**src/rtl/addsub_acc_pkg.sv**
```systemverilog
// -----------------------------------------------------------------------------
// addsub_acc_pkg
//   Shared types and helpers for the add/sub result accumulator.
//   - state_t   : frame FSM states (IDLE, ACC, OUT)
//   - RES_W     : width of the add/sub core result (4)
//   - ACC_W_DEF : default accumulator width (8)
//   - ext_res() : interprets a core result as a signed value according to the
//                 opt bit used to produce it (opt=0 unsigned 0..14, opt=1
//                 two's-complement -7..7) and returns it sign-correctly widened.
// -----------------------------------------------------------------------------
package addsub_acc_pkg;

   localparam int RES_W     = 4;
   localparam int ACC_W_DEF = 8;

   typedef enum logic [1:0] {
      IDLE = 2'd0,
      ACC  = 2'd1,
      OUT  = 2'd2
   } state_t;

   // opt=0 results are unsigned, so the top bit must not be treated as a sign.
   function automatic logic signed [ACC_W_DEF-1:0] ext_res(
      input logic [RES_W-1:0] res,
      input logic             opt
   );
      logic sgn;
      sgn = opt & res[RES_W-1];
      return {{(ACC_W_DEF-RES_W){sgn}}, res};
   endfunction

endpackage

```
**src/rtl/addsub_acc_sat.sv**
```systemverilog
// -----------------------------------------------------------------------------
// addsub_acc_sat
//   Combinational accumulator adder with signed overflow detection and an
//   optional clamp.
//   Build option: ACC_SAT_EN -- when defined, an overflowing sum clamps to the
//   most positive / most negative ACC_W-bit value; otherwise it wraps.
// Ports
//   acc     in   ACC_W  current accumulator (two's complement)
//   addend  in   ACC_W  extended core result (two's complement)
//   sum     out  ACC_W  acc + addend (wrapped or clamped)
//   ovf     out  1      signed overflow of acc + addend
// -----------------------------------------------------------------------------
module addsub_acc_sat #(
   parameter int ACC_W = 8
) (
   input  logic [ACC_W-1:0] acc,
   input  logic [ACC_W-1:0] addend,
   output logic [ACC_W-1:0] sum,
   output logic             ovf
);

   logic [ACC_W-1:0] raw_sum;

   assign raw_sum = acc + addend;

   // Overflow only when both operands share a sign and the result flips it.
   assign ovf = (acc[ACC_W-1] == addend[ACC_W-1]) &&
                (raw_sum[ACC_W-1] != acc[ACC_W-1]);

`ifdef ACC_SAT_EN
   localparam logic [ACC_W-1:0] MAX_POS = {1'b0, {(ACC_W-1){1'b1}}};
   localparam logic [ACC_W-1:0] MIN_NEG = {1'b1, {(ACC_W-1){1'b0}}};

   // On overflow both operands had acc's sign, so acc's sign picks the rail.
   always_comb begin
      sum = raw_sum;
      if (ovf) begin
         sum = acc[ACC_W-1] ? MIN_NEG : MAX_POS;
      end
   end
`else
   assign sum = raw_sum;
`endif

endmodule

```
**src/rtl/addsub_result_acc.sv**
```systemverilog
// -----------------------------------------------------------------------------
// addsub_result_acc
//   Consumes 4-bit add/sub core results, accumulates their correctly
//   interpreted signed values per frame and emits sum / count / overflow as a
//   one-cycle pulse after the frame closes (in_last or MAX_LEN results).
//   Build option: ACC_SAT_EN (see addsub_acc_sat) selects clamping instead of
//   wrapping on overflow.
// Ports
//   clk        in   1      clock, rising edge
//   rst_n      in   1      asynchronous active-low reset
//   in_valid   in   1      input beat valid
//   in_ready   out  1      input accepted this cycle (low only in OUT)
//   in_res     in   4      core result
//   in_opt     in   1      opt used by the core (0=add, 1=sub)
//   in_last    in   1      beat closes the frame
//   out_valid  out  1      one-cycle frame result pulse
//   out_sum    out  ACC_W  frame sum (0 when out_valid=0)
//   out_cnt    out  CNT_W  results in frame (0 when out_valid=0)
//   out_ovf    out  1      overflow seen in frame (0 when out_valid=0)
// -----------------------------------------------------------------------------
module addsub_result_acc
   import addsub_acc_pkg::*;
#(
   parameter int ACC_W   = ACC_W_DEF,
   parameter int MAX_LEN = 16,
   parameter int CNT_W   = $clog2(MAX_LEN + 1)
) (
   input  logic             clk,
   input  logic             rst_n,
   input  logic             in_valid,
   output logic             in_ready,
   input  logic [RES_W-1:0] in_res,
   input  logic             in_opt,
   input  logic             in_last,
   output logic             out_valid,
   output logic [ACC_W-1:0] out_sum,
   output logic [CNT_W-1:0] out_cnt,
   output logic             out_ovf
);

   state_t           state_reg, state_next;
   logic [ACC_W-1:0] acc_reg, acc_next;
   logic [CNT_W-1:0] cnt_reg, cnt_next;
   logic             ovf_reg, ovf_next;

   logic             out_valid_reg, out_valid_next;
   logic [ACC_W-1:0] out_sum_reg, out_sum_next;
   logic [CNT_W-1:0] out_cnt_reg, out_cnt_next;
   logic             out_ovf_reg, out_ovf_next;

   logic             accept;
   logic [ACC_W-1:0] ext_val;
   logic [ACC_W-1:0] sat_sum;
   logic             sat_ovf;
   logic [CNT_W-1:0] cnt_inc;
   logic             close_first;
   logic             close_acc;

   // Signed cast keeps the sign extension when ACC_W differs from the default.
   assign ext_val = ACC_W'(ext_res(in_res, in_opt));

   addsub_acc_sat #(
      .ACC_W (ACC_W)
   ) u_sat (
      .acc    (acc_reg),
      .addend (ext_val),
      .sum    (sat_sum),
      .ovf    (sat_ovf)
   );

   assign in_ready    = (state_reg != OUT);
   assign accept      = in_valid && in_ready;
   assign cnt_inc     = cnt_reg + CNT_W'(1);
   assign close_first = in_last || (MAX_LEN == 1);
   assign close_acc   = in_last || (cnt_inc == CNT_W'(MAX_LEN));

   always_comb begin
      state_next = state_reg;
      acc_next   = acc_reg;
      cnt_next   = cnt_reg;
      ovf_next   = ovf_reg;

      case (state_reg)
         IDLE: begin
            if (accept) begin
               acc_next   = ext_val;
               cnt_next   = CNT_W'(1);
               ovf_next   = 1'b0;
               state_next = close_first ? OUT : ACC;
            end
         end
         ACC: begin
            if (accept) begin
               acc_next   = sat_sum;
               cnt_next   = cnt_inc;
               ovf_next   = ovf_reg | sat_ovf;
               state_next = close_acc ? OUT : ACC;
            end
         end
         OUT: begin
            acc_next   = '0;
            cnt_next   = '0;
            ovf_next   = 1'b0;
            state_next = IDLE;
         end
         default: begin
            acc_next   = '0;
            cnt_next   = '0;
            ovf_next   = 1'b0;
            state_next = IDLE;
         end
      endcase

      // Result registers load together with the transition into OUT so the
      // outputs are flop-driven and already zero outside the pulse.
      out_valid_next = (state_next == OUT);
      out_sum_next   = out_valid_next ? acc_next : '0;
      out_cnt_next   = out_valid_next ? cnt_next : '0;
      out_ovf_next   = out_valid_next & ovf_next;
   end

   always_ff @(posedge clk or negedge rst_n) begin
      if (!rst_n) begin
         state_reg     <= IDLE;
         acc_reg       <= '0;
         cnt_reg       <= '0;
         ovf_reg       <= 1'b0;
         out_valid_reg <= 1'b0;
         out_sum_reg   <= '0;
         out_cnt_reg   <= '0;
         out_ovf_reg   <= 1'b0;
      end else begin
         state_reg     <= state_next;
         acc_reg       <= acc_next;
         cnt_reg       <= cnt_next;
         ovf_reg       <= ovf_next;
         out_valid_reg <= out_valid_next;
         out_sum_reg   <= out_sum_next;
         out_cnt_reg   <= out_cnt_next;
         out_ovf_reg   <= out_ovf_next;
      end
   end

   assign out_valid = out_valid_reg;
   assign out_sum   = out_sum_reg;
   assign out_cnt   = out_cnt_reg;
   assign out_ovf   = out_ovf_reg;

endmodule

```
**config.mk**
```make
export PLATFORM = sky130hd
export DESIGN_NAME = addsub_result_acc
export DESIGN_NICKNAME = d
export VERILOG_FILES = /design/src/rtl/addsub_acc_pkg.sv /design/src/rtl/addsub_acc_sat.sv /design/src/rtl/addsub_result_acc.sv
export SDC_FILE = /design/constraint.sdc
export NUM_CORES = 1
export LEC_CHECK = 0
export CELL_PAD_IN_SITES_DETAIL_PLACEMENT = 1
export CELL_PAD_IN_SITES_GLOBAL_PLACEMENT = 1
export CORE_MARGIN = 10
export CORE_UTILIZATION = 44
export CTS_CLUSTER_SIZE = 10
export DETAILED_ROUTE_END_ITERATION = 12
export GPL_ROUTABILITY_DRIVEN = 1
export PLACE_DENSITY = 0.79
export SYNTH_ARGS = -nofsm -noshare
export SYNTH_HDL_FRONTEND = slang
export SYNTH_SLANG_ARGS = --single-unit
```
**constraint.sdc**
```tcl
create_clock -name clk -period 5.1 [get_ports clk]
set_input_delay 1.53 -clock clk [delete_from_list [all_inputs] [get_ports clk]]
set_output_delay 1.53 -clock clk [all_outputs]
set_load 0.1 [all_outputs]
```
After elaboration in Yosys (flattened, before gate mapping) --
Index checks and enable logic that the tools add are counted.
Cells by class: divide/modulo/power cells 0, reduce and logical (&&, ||, !) cells 4, multiplexer cells 16, add/subtract/negate cells 2, shift-type cells 0, equality and inequality tests 6, multiply operators 0, bitwise operators 3, $lt $le $gt $ge 0
Operator list (count):
- $mux 8 | 3
- $pmux 8 s2 | 1
- $mux 5 | 3
- $pmux 5 s2 | 1
- $add 8x8->8 | 1
- $mux 2 | 4
- $add 5x1->5 const B | 1
- $eq 5x5->1 const B | 1
- $pmux 2 s2 | 1
- $and 1x1->1 | 2
- $eq 2x1->1 const B | 1
- $eq 2x2->1 const B | 1
- $logic_and 1x1->1 | 2
- $logic_not 2->1 | 1
- $mux 1 | 2
- $ne 2x2->1 const B | 1
- $pmux 1 s2 | 1
- $eq 1x1->1 | 1
- $logic_or 1x1->1 | 1
- $ne 1x1->1 | 1
- $or 1x1->1 | 1
Storage, ports and cells: bits in registers 31, memories 0, bits in writable memories 0, output and inout port bits 16, latch bits 0, bits in read-only memories 0, logic and storage cells 39

Depth between registers and ports, before layout --
Gate-level depths: netlist of the first run.
depth after elaboration 8, gate-level depth with buffers 8, depth with buffers taken out 8

By module --
From an unflattened synthesis of the first run, not the netlist that was laid out.
Second synthesis, totals: cell total of the unflattened synthesis 159, area, all modules 1646.6 um2
By module, submodules not included:
- addsub_result_acc | cells each 125, instances 1, area each 1367.6 um2, sequential area each 775.7 um2
- addsub_acc_sat | cells each 34, instances 1, area each 279.0 um2, sequential area each 0.0 um2

Least setup slack after synthesis of the first run --
No wires, ideal clock.
path kind input to register, start point in in_res[0], end point reg out_sum_reg[4] (netlist: out_sum[4]), setup time 0.137 ns, stages on the path 8, slack 1.960 ns, buffers on the path 0, data arrival time 3.004 ns, path through ha_1 -> inv_1 -> fa_1 -> nand2b_1 -> a21oi_1 -> o21ai_0 -> a222oi_1 -> nor3_1
Between the ends: cells in the longest elaborated chain, start to end 4
RTL lines:
- start, declared | RTL line addsub_result_acc.sv:32 | input logic [RES_W-1:0] in_res,
- $add 8x8->8 | RTL line addsub_acc_sat.sv:24 | assign raw_sum = acc + addend;
- $mux 8 | RTL line addsub_result_acc.sv:93 | if (accept) begin
- $pmux 8 s2 | RTL line addsub_result_acc.sv:83 | case (state_reg)
- $mux 8 | RTL line addsub_result_acc.sv:117 | out_sum_next = out_valid_next ? acc_next : '0;
- named net out_sum_next[4] | RTL line addsub_result_acc.sv:47 | logic [ACC_W-1:0] out_sum_reg, out_sum_next;
- end signal, assigned | RTL line addsub_result_acc.sv:138 | out_sum_reg <= out_sum_next;
- end, declared | RTL line addsub_result_acc.sv:47
The timed path passes the listed nets, and every way through them passes these cells.

Worst setup path after layout of the first run --
Ends and elaborated chain as after synthesis.

==> results.json, run 1 <==
{
  "status": "finished clean",
  "met2WireLength_um": 2590,
  "p_leak_nw": 0.971,
  "hold_viol_final": 0,
  "cts.clk_slew.worst_paths_ns": 0.07,
  "final_util_pct": 54.9,
  "crit_path_top_delay_cell": "clkdlybuf4s50_1",
  "ant_nets": 0,
  "mappedNetlistArea_um2": 1820,
  "maxCapViolations": 0,
  "htreeDepth": 2,
  "syn_to_final_growth_pct": 20.5,
  "cts_root_buf": "clkbuf_8",
  "synth_cell_types": 45,
  "dr_wl_met3_um": 255,
  "dr_total_vias": 1615,
  "routed_wl_um": 5180,
  "rows": 23,
  "die_area_um2": 7120,
  "fill_cells": 471,
  "antenna-diode-count": 0,
  "drc": 0,
  "grt_usage_pct": 14.9,
  "fin_setup_tns_ns": 0,
  "die_width_um": 84.4,
  "clock-sinks": 31,
  "ctsHoldBuffers": 0,
  "period_share_pct": 70.1,
  "syn_inst": 201,
  "crit_required_ns": 5.26,
  "synthFlopType": "dfrtp_1",
  "skew_ns": 0.00860,
  "grt_setup_unrepaired": "no",
  "final_area_um2": 2200,
  "yosysWarnings": 0,
  "hold_path.class": "reg -> reg",
  "antenna_found_initial": 0,
  "coreArea_um2": 4000,
  "finalNonFillerCells": 274,
  "ys_seq_elements": 31,
  "dr.pass1.iters": 4,
  "gp_congestion": 0.853,
  "synth_seq_area_share_pct": 42.6,
  "grt_max_degree": 32,
  "syn-num-nets": 217,
  "met1_length_um": 2240,
  "cts_buffers": 5,
  "post_dp_cell_area_um2": 2100,
  "critPathMaxFanout": 3,
  "cts_resized": 0,
  "hpwl_um": 3700,
  "cts_setup_buffers": 0,
  "drtIter0Drc": 98,
  "crit_path_end_kind": "register",
  "ios": 25,
  "maxSlewHeadroom_pct": 34.4,
  "grt_pass1_vias": 1698,
  "grt_pass1_wl_um": 8730,
  "wire_per_inst_um": 18.9,
  "clock_latency_ns": 0.29,
  "dp_cells": 266,
  "tritoncts": "yes",
  "globalRouteOverflowTotal": 0,
  "syn_area_per_cell_um2": 9.07,
  "io_buffers": 24,
  "layout_setup_ws_ns": 1.53,
  "synth_edf_count": 0,
  "fmax_ghz": 0.280,
  "slew_violations": 0,
  "setup_viol_count_final": 0,
  "crit_path_max_incr_delay_ns": 0.48,
  "vdd_drop_max_uv": 212,
  "clk_path_buf_depth": 2,
  "dp_slack_ns": 1.24,
  "start_kind": "input pin",
  "dr.max_layer_used": "met4",
  "die_h_um": 84.4,
  "fin_nets": 239,
  "start_util_pct": 45.6,
  "via_per_inst": 5.89,
  "final_layout_size_suffix_gt1_share_pct": 8.48,
  "worstMarginPinSlew_ns": 0.981,
  "min_period_ns": 3.57,
  "path_class": "in -> reg",
  "synthArstFlopShare_pct": 100,
  "worstPathCellList": "clkdlybuf4s50_1, ha_1, inv_1, fa_1, nand2b_1, a21oi_1, o21ai_0, a222oi_1, nor3_1",
  "powerDensity_nw_per_um2": 341,
  "cp.arrival_ns": 3.73
}
==> cell type report <==
| type | count | area, um2 | share of cell area (%) |
|---|---|---|---|
| timing repair buffer | 29 | 278 | 12.6 |
| inverter | 9 | 33.8 | 1.54 |
| multi-input combinational | 147 | 946 | 43.1 |
| tap | 50 | 62.6 | 2.85 |
| sequential | 31 | 776 | 35.3 |
| clock buffer | 8 | 100 | 4.56 |
==> stage by stage <==
stage               power (mW)  hold slack [ns]
floorplan                0.477            0.528
global placement         0.528            0.556
detailed placement       0.538            0.579
CTS                      0.759            0.594
global route             0.794            0.645
finish                   0.749            0.581
==> cell families (layout without fill, tap and decap cells) <==
group / Yosys count / in the layout / synth area share, %
xor+xnor: 2 / 2 / 0.961
simple gates: 78 / 78 / 21.8
mux: 7 / 7 / 3.91
buf+inv: 23 / 46 / 5.56
fa+ha+maj: 7 / 7 / 5.22
flops: 31 / 31 / 42.6
compound gates: 53 / 53 / 20.0
==> worst max-delay path, delay by kind of cell <==
| kind | cells | cell delay, ns |
|---|---|---|
| buf+inv | 2 | 0.54 |
| fa+ha+maj | 2 | 0.58 |
| compound gates | 3 | 0.77 |
| simple gates | 2 | 0.30 |
==> cell usage in the layout, fill, tap and decap left out, types with 5 or more instances in the layout <==
cell and instances:
clkdlybuf4s50_1 24, inv_1 5, o21ai_1 5, dfrtp_1 31, clkbuf_8 7, buf_4 5
mux2i_1 6, ha_1 6, nor2_1 22, nor3_1 10, a21oi_1 15, nand2_1 17
nand3_1 8, nand2b_1 6, a21o_1 6
==> cell usage after synthesis, types with 2 or more instances <==
master | instances | area [um2]
a211oi_1 | 3 | 22.5
a21o_1 | 6 | 45.0
a21oi_1 | 15 | 75.1
a22oi_1 | 3 | 22.5
a31oi_1 | 4 | 25.0
a41o_1 | 2 | 20.0
and2_1 | 4 | 25.0
and3_1 | 2 | 12.5
buf_2 | 6 | 30.0
clkbuf_1 | 6 | 22.5
dfrtp_1 | 31 | 776
ha_1 | 6 | 75.1
inv_1 | 5 | 18.8
inv_2 | 4 | 15.0
mux2i_1 | 6 | 60.1
nand2_1 | 17 | 63.8
nand2b_1 | 6 | 37.5
nand3_1 | 8 | 40.0
nand3b_1 | 2 | 15.0
nand4b_1 | 3 | 26.3
nor2_1 | 22 | 82.6
nor3_1 | 10 | 50.1
o21a_1 | 3 | 22.5
o21ai_0 | 2 | 10.0
o21ai_1 | 5 | 25.0
==> report_power, final <==
group,total [mW],internal (mW),leakage (nW),switching [mW]
clock,0.214,0.123,0.0515,0.0908
sequential,0.306,0.268,0.413,0.0375
combinational,0.230,0.0815,0.506,0.148
==> final timing paths <==
path,endpoint,slack [ns],start,cells after the start
min in group asynchronous,acc_reg[5]$_DFF_PN0_,1.64,rst_n,2
max reg2reg,out_sum[4]$_DFF_PN0_,2.92,acc_reg[0]$_DFF_PN0_,8
max,out_sum[4]$_DFF_PN0_,1.53,in_res[0],9
min reg2reg,acc_reg[0]$_DFF_PN0_,0.58,acc_reg[0]$_DFF_PN0_,2
min,acc_reg[0]$_DFF_PN0_,0.58,acc_reg[0]$_DFF_PN0_,2
max in group asynchronous,cnt_reg[1]$_DFF_PN0_,3.15,rst_n,2
==> per-layer routing <==
metal	up-vias	GRT usage [%]
met5	-	0
met4	0	6.59
met2	31	25.0
li1	769	-
met1	807	17.5
met3	8	3.77
No activity file was read; power rests on OpenSTA's default activity.
==> run 2: changes to the inputs <==
--- a/config.mk
+++ b/config.mk
@@ -8,11 +8,11 @@
 export CELL_PAD_IN_SITES_DETAIL_PLACEMENT = 1
 export CELL_PAD_IN_SITES_GLOBAL_PLACEMENT = 1
 export CORE_MARGIN = 10
-export CORE_UTILIZATION = 44
+export CORE_UTILIZATION = 41
 export CTS_CLUSTER_SIZE = 10
 export DETAILED_ROUTE_END_ITERATION = 12
 export GPL_ROUTABILITY_DRIVEN = 1
-export PLACE_DENSITY = 0.79
+export PLACE_DENSITY = 0.74
 export SYNTH_ARGS = -nofsm -noshare
 export SYNTH_HDL_FRONTEND = slang
 export SYNTH_SLANG_ARGS = --single-unit
==> constraint.sdc (replaced) <==
create_clock -name clk -period 3.3 [get_ports clk]
set_input_delay 0.99 -clock clk [delete_from_list [all_inputs] [get_ports clk]]
set_output_delay 0.99 -clock clk [all_outputs]
set_load 0.1 [all_outputs]
==> run 2 against run 1 <==
Core utilization fell by 4.1 points; global-route usage down 0.49 points; worst setup slack lost 1.2 ns; critical path type unchanged; power up 63%; via count fell by 2.9%; non-clock buffer count rose by 3; sequential cell count did not move; critical path depth stayed put; routed wire length shrank 1.3%; register-to-register slack worse by 1.8 ns; first-iteration DRC count fell by 21%; die area is 5.6% higher.
==> results.json, run 2 (synthesis gave the netlist of run 1 again) <==
{
  "cts_buffers": 5,
  "dp_slack_ns": 0.0338,
  "maxSlewHeadroom_pct": 68.4,
  "layout_setup_ws_ns": 0.290,
  "die_width_um": 86.7,
  "fill_cells": 517,
  "hold_viol_final": 0,
  "dp_cells": 271,
  "crit_required_ns": 3.46,
  "grt_usage_pct": 14.4,
  "tritoncts": "yes",
  "antenna-diode-count": 0,
  "ant_nets": 0,
  "grt_setup_unrepaired": "no",
  "grt_pass1_wl_um": 8740,
  "start_kind": "input pin",
  "io_buffers": 24,
  "cts.clk_slew.worst_paths_ns": 0.07,
  "min_period_ns": 3.01,
  "hpwl_um": 3640,
  "status": "finished clean",
  "cts_root_buf": "clkbuf_8",
  "htreeDepth": 2,
  "worstPathCellList": "clkdlybuf4s50_1, ha_1, inv_1, fa_1, nand2b_1, a21oi_1, o21ai_0, a222oi_1, nor3_1",
  "die_h_um": 86.7,
  "cp.arrival_ns": 3.17,
  "antenna_found_initial": 0,
  "drtIter0Drc": 77,
  "slew_violations": 0,
  "crit_path_top_delay_cell": "clkdlybuf4s50_1",
  "setup_viol_count_final": 0,
  "gp_congestion": 0.815,
  "powerDensity_nw_per_um2": 556,
  "seqCellArea_um2": 776,
  "met1_length_um": 2230,
  "cts_setup_buffers": 0,
  "clk_path_buf_depth": 2,
  "die_area_um2": 7510,
  "dr_wl_met3_um": 254,
  "maxCapViolations": 0,
  "path_buf_inv": 2,
  "ios": 25,
  "skew_ns": 0.00875,
  "dr_total_vias": 1568,
  "drc": 0,
  "grt_pass1_vias": 1685,
  "fmax_ghz": 0.332,
  "wire_per_inst_um": 18.3,
  "crit_path_max_incr_delay_ns": 0.49,
  "clock_latency_ns": 0.29,
  "grt_max_degree": 32,
  "dr.pass1.iters": 4,
  "whs_ns": 0.587,
  "clock-sinks": 31,
  "start_util_pct": 42.2,
  "period_share_pct": 91.2,
  "coreArea_um2": 4320,
  "met2WireLength_um": 2550,
  "hold_path.class": "reg -> reg",
  "finalNonFillerCells": 279,
  "path_class": "in -> reg",
  "crit_path_end_kind": "register",
  "syn_to_final_growth_pct": 20.6,
  "dr.max_layer_used": "met4",
  "rows": 24,
  "globalRouteOverflowTotal": 0,
  "final_cell_mix": "31 x dfrtp_1, 24 x buf_4, 22 x nor2_1",
  "crit_family": "compound AO/OA/AOI/OAI gates",
  "fin_setup_tns_ns": 0,
  "via_per_inst": 5.62,
  "final_layout_size_suffix_gt1_share_pct": 17.2,
  "routed_wl_um": 5110,
  "mostFrequentLayoutCell": "dfrtp_1",
  "fin_nets": 242,
  "cts_resized": 0,
  "p_leak_nw": 1.02,
  "critPathMaxFanout": 3,
  "vdd_drop_max_uv": 362,
  "multi_input_area_um2": 946,
  "ctsHoldBuffers": 0,
  "worstMarginPinSlew_ns": 0.475
}
[run 2: cell types whose count changed in the layout (fill, tap and decap cells not counted)]
cell	before	now
buf_4	5	24
clkdlybuf4s50_1	24	8
bufinv_16	0	1
clkbuf_1	1	0
clkbuf_8	7	6
clkinv_2	0	1
[run 2: worst register-to-register path, cell delays in order (launching register included)]
cell	delay, ns
dfrtp_1	0.35
ha_1	0.18
inv_1	0.06
fa_1	0.39
nand2b_1	0.20
a21oi_1	0.22
o21ai_0	0.11
a222oi_1	0.41
nor3_1	0.09
[run 2: worst paths after layout]
path	from	end	slack, ns	cells past startpoint
min in group asynchronous	rst_n	out_cnt[4]$_DFF_PN0_	1.10	2
min	acc_reg[0]$_DFF_PN0_	acc_reg[0]$_DFF_PN0_	0.59	2
max	in_res[0]	out_sum[4]$_DFF_PN0_	0.29	9
max in group asynchronous	rst_n	acc_reg[1]$_DFF_PN0_	1.90	2
max reg2reg	acc_reg[0]$_DFF_PN0_	out_sum[4]$_DFF_PN0_	1.15	8
min reg2reg	acc_reg[0]$_DFF_PN0_	acc_reg[0]$_DFF_PN0_	0.59	2
[run 2: through the flow]
stage / cell area [um2] / power (mW) / util, %
4_1_cts: 2200 / 1.23 / 50.8
3_5_place_dp: 2080 / 0.833 / 48.1
2_1_floorplan: 1820 / 0.738 / -
5_1_grt: 2200 / 1.30 / 50.8
3_3_place_gp: 2080 / 0.818 / 48.1
6_report: 2200 / 1.22 / 50.8
[run 2: power by group]
group          leakage, nW  switching [mW]  internal, mW
Clock               0.0612           0.151         0.244
Combinational        0.549           0.228         0.128
Sequential           0.413          0.0566         0.414
Total                 1.02           0.435         0.787
[run 2: layer usage]
metal | track usage, % | vias to the layer above
met3 | 5.07 | 6
met2 | 24.0 | 26
li1 | - | 772
met1 | 17.2 | 764
met5 | 0 | -
met4 | 3.68 | 0
[run 2: area by class of cell]
class	instances	area share [%]
Multi-Input combinational cell	147	43.0
Sequential cell	31	35.3
Timing Repair Buffer	32	11.8
Clock buffer	6	3.76
Tap cell	52	2.96
Clock inverter	2	1.59
Inverter	9	1.54
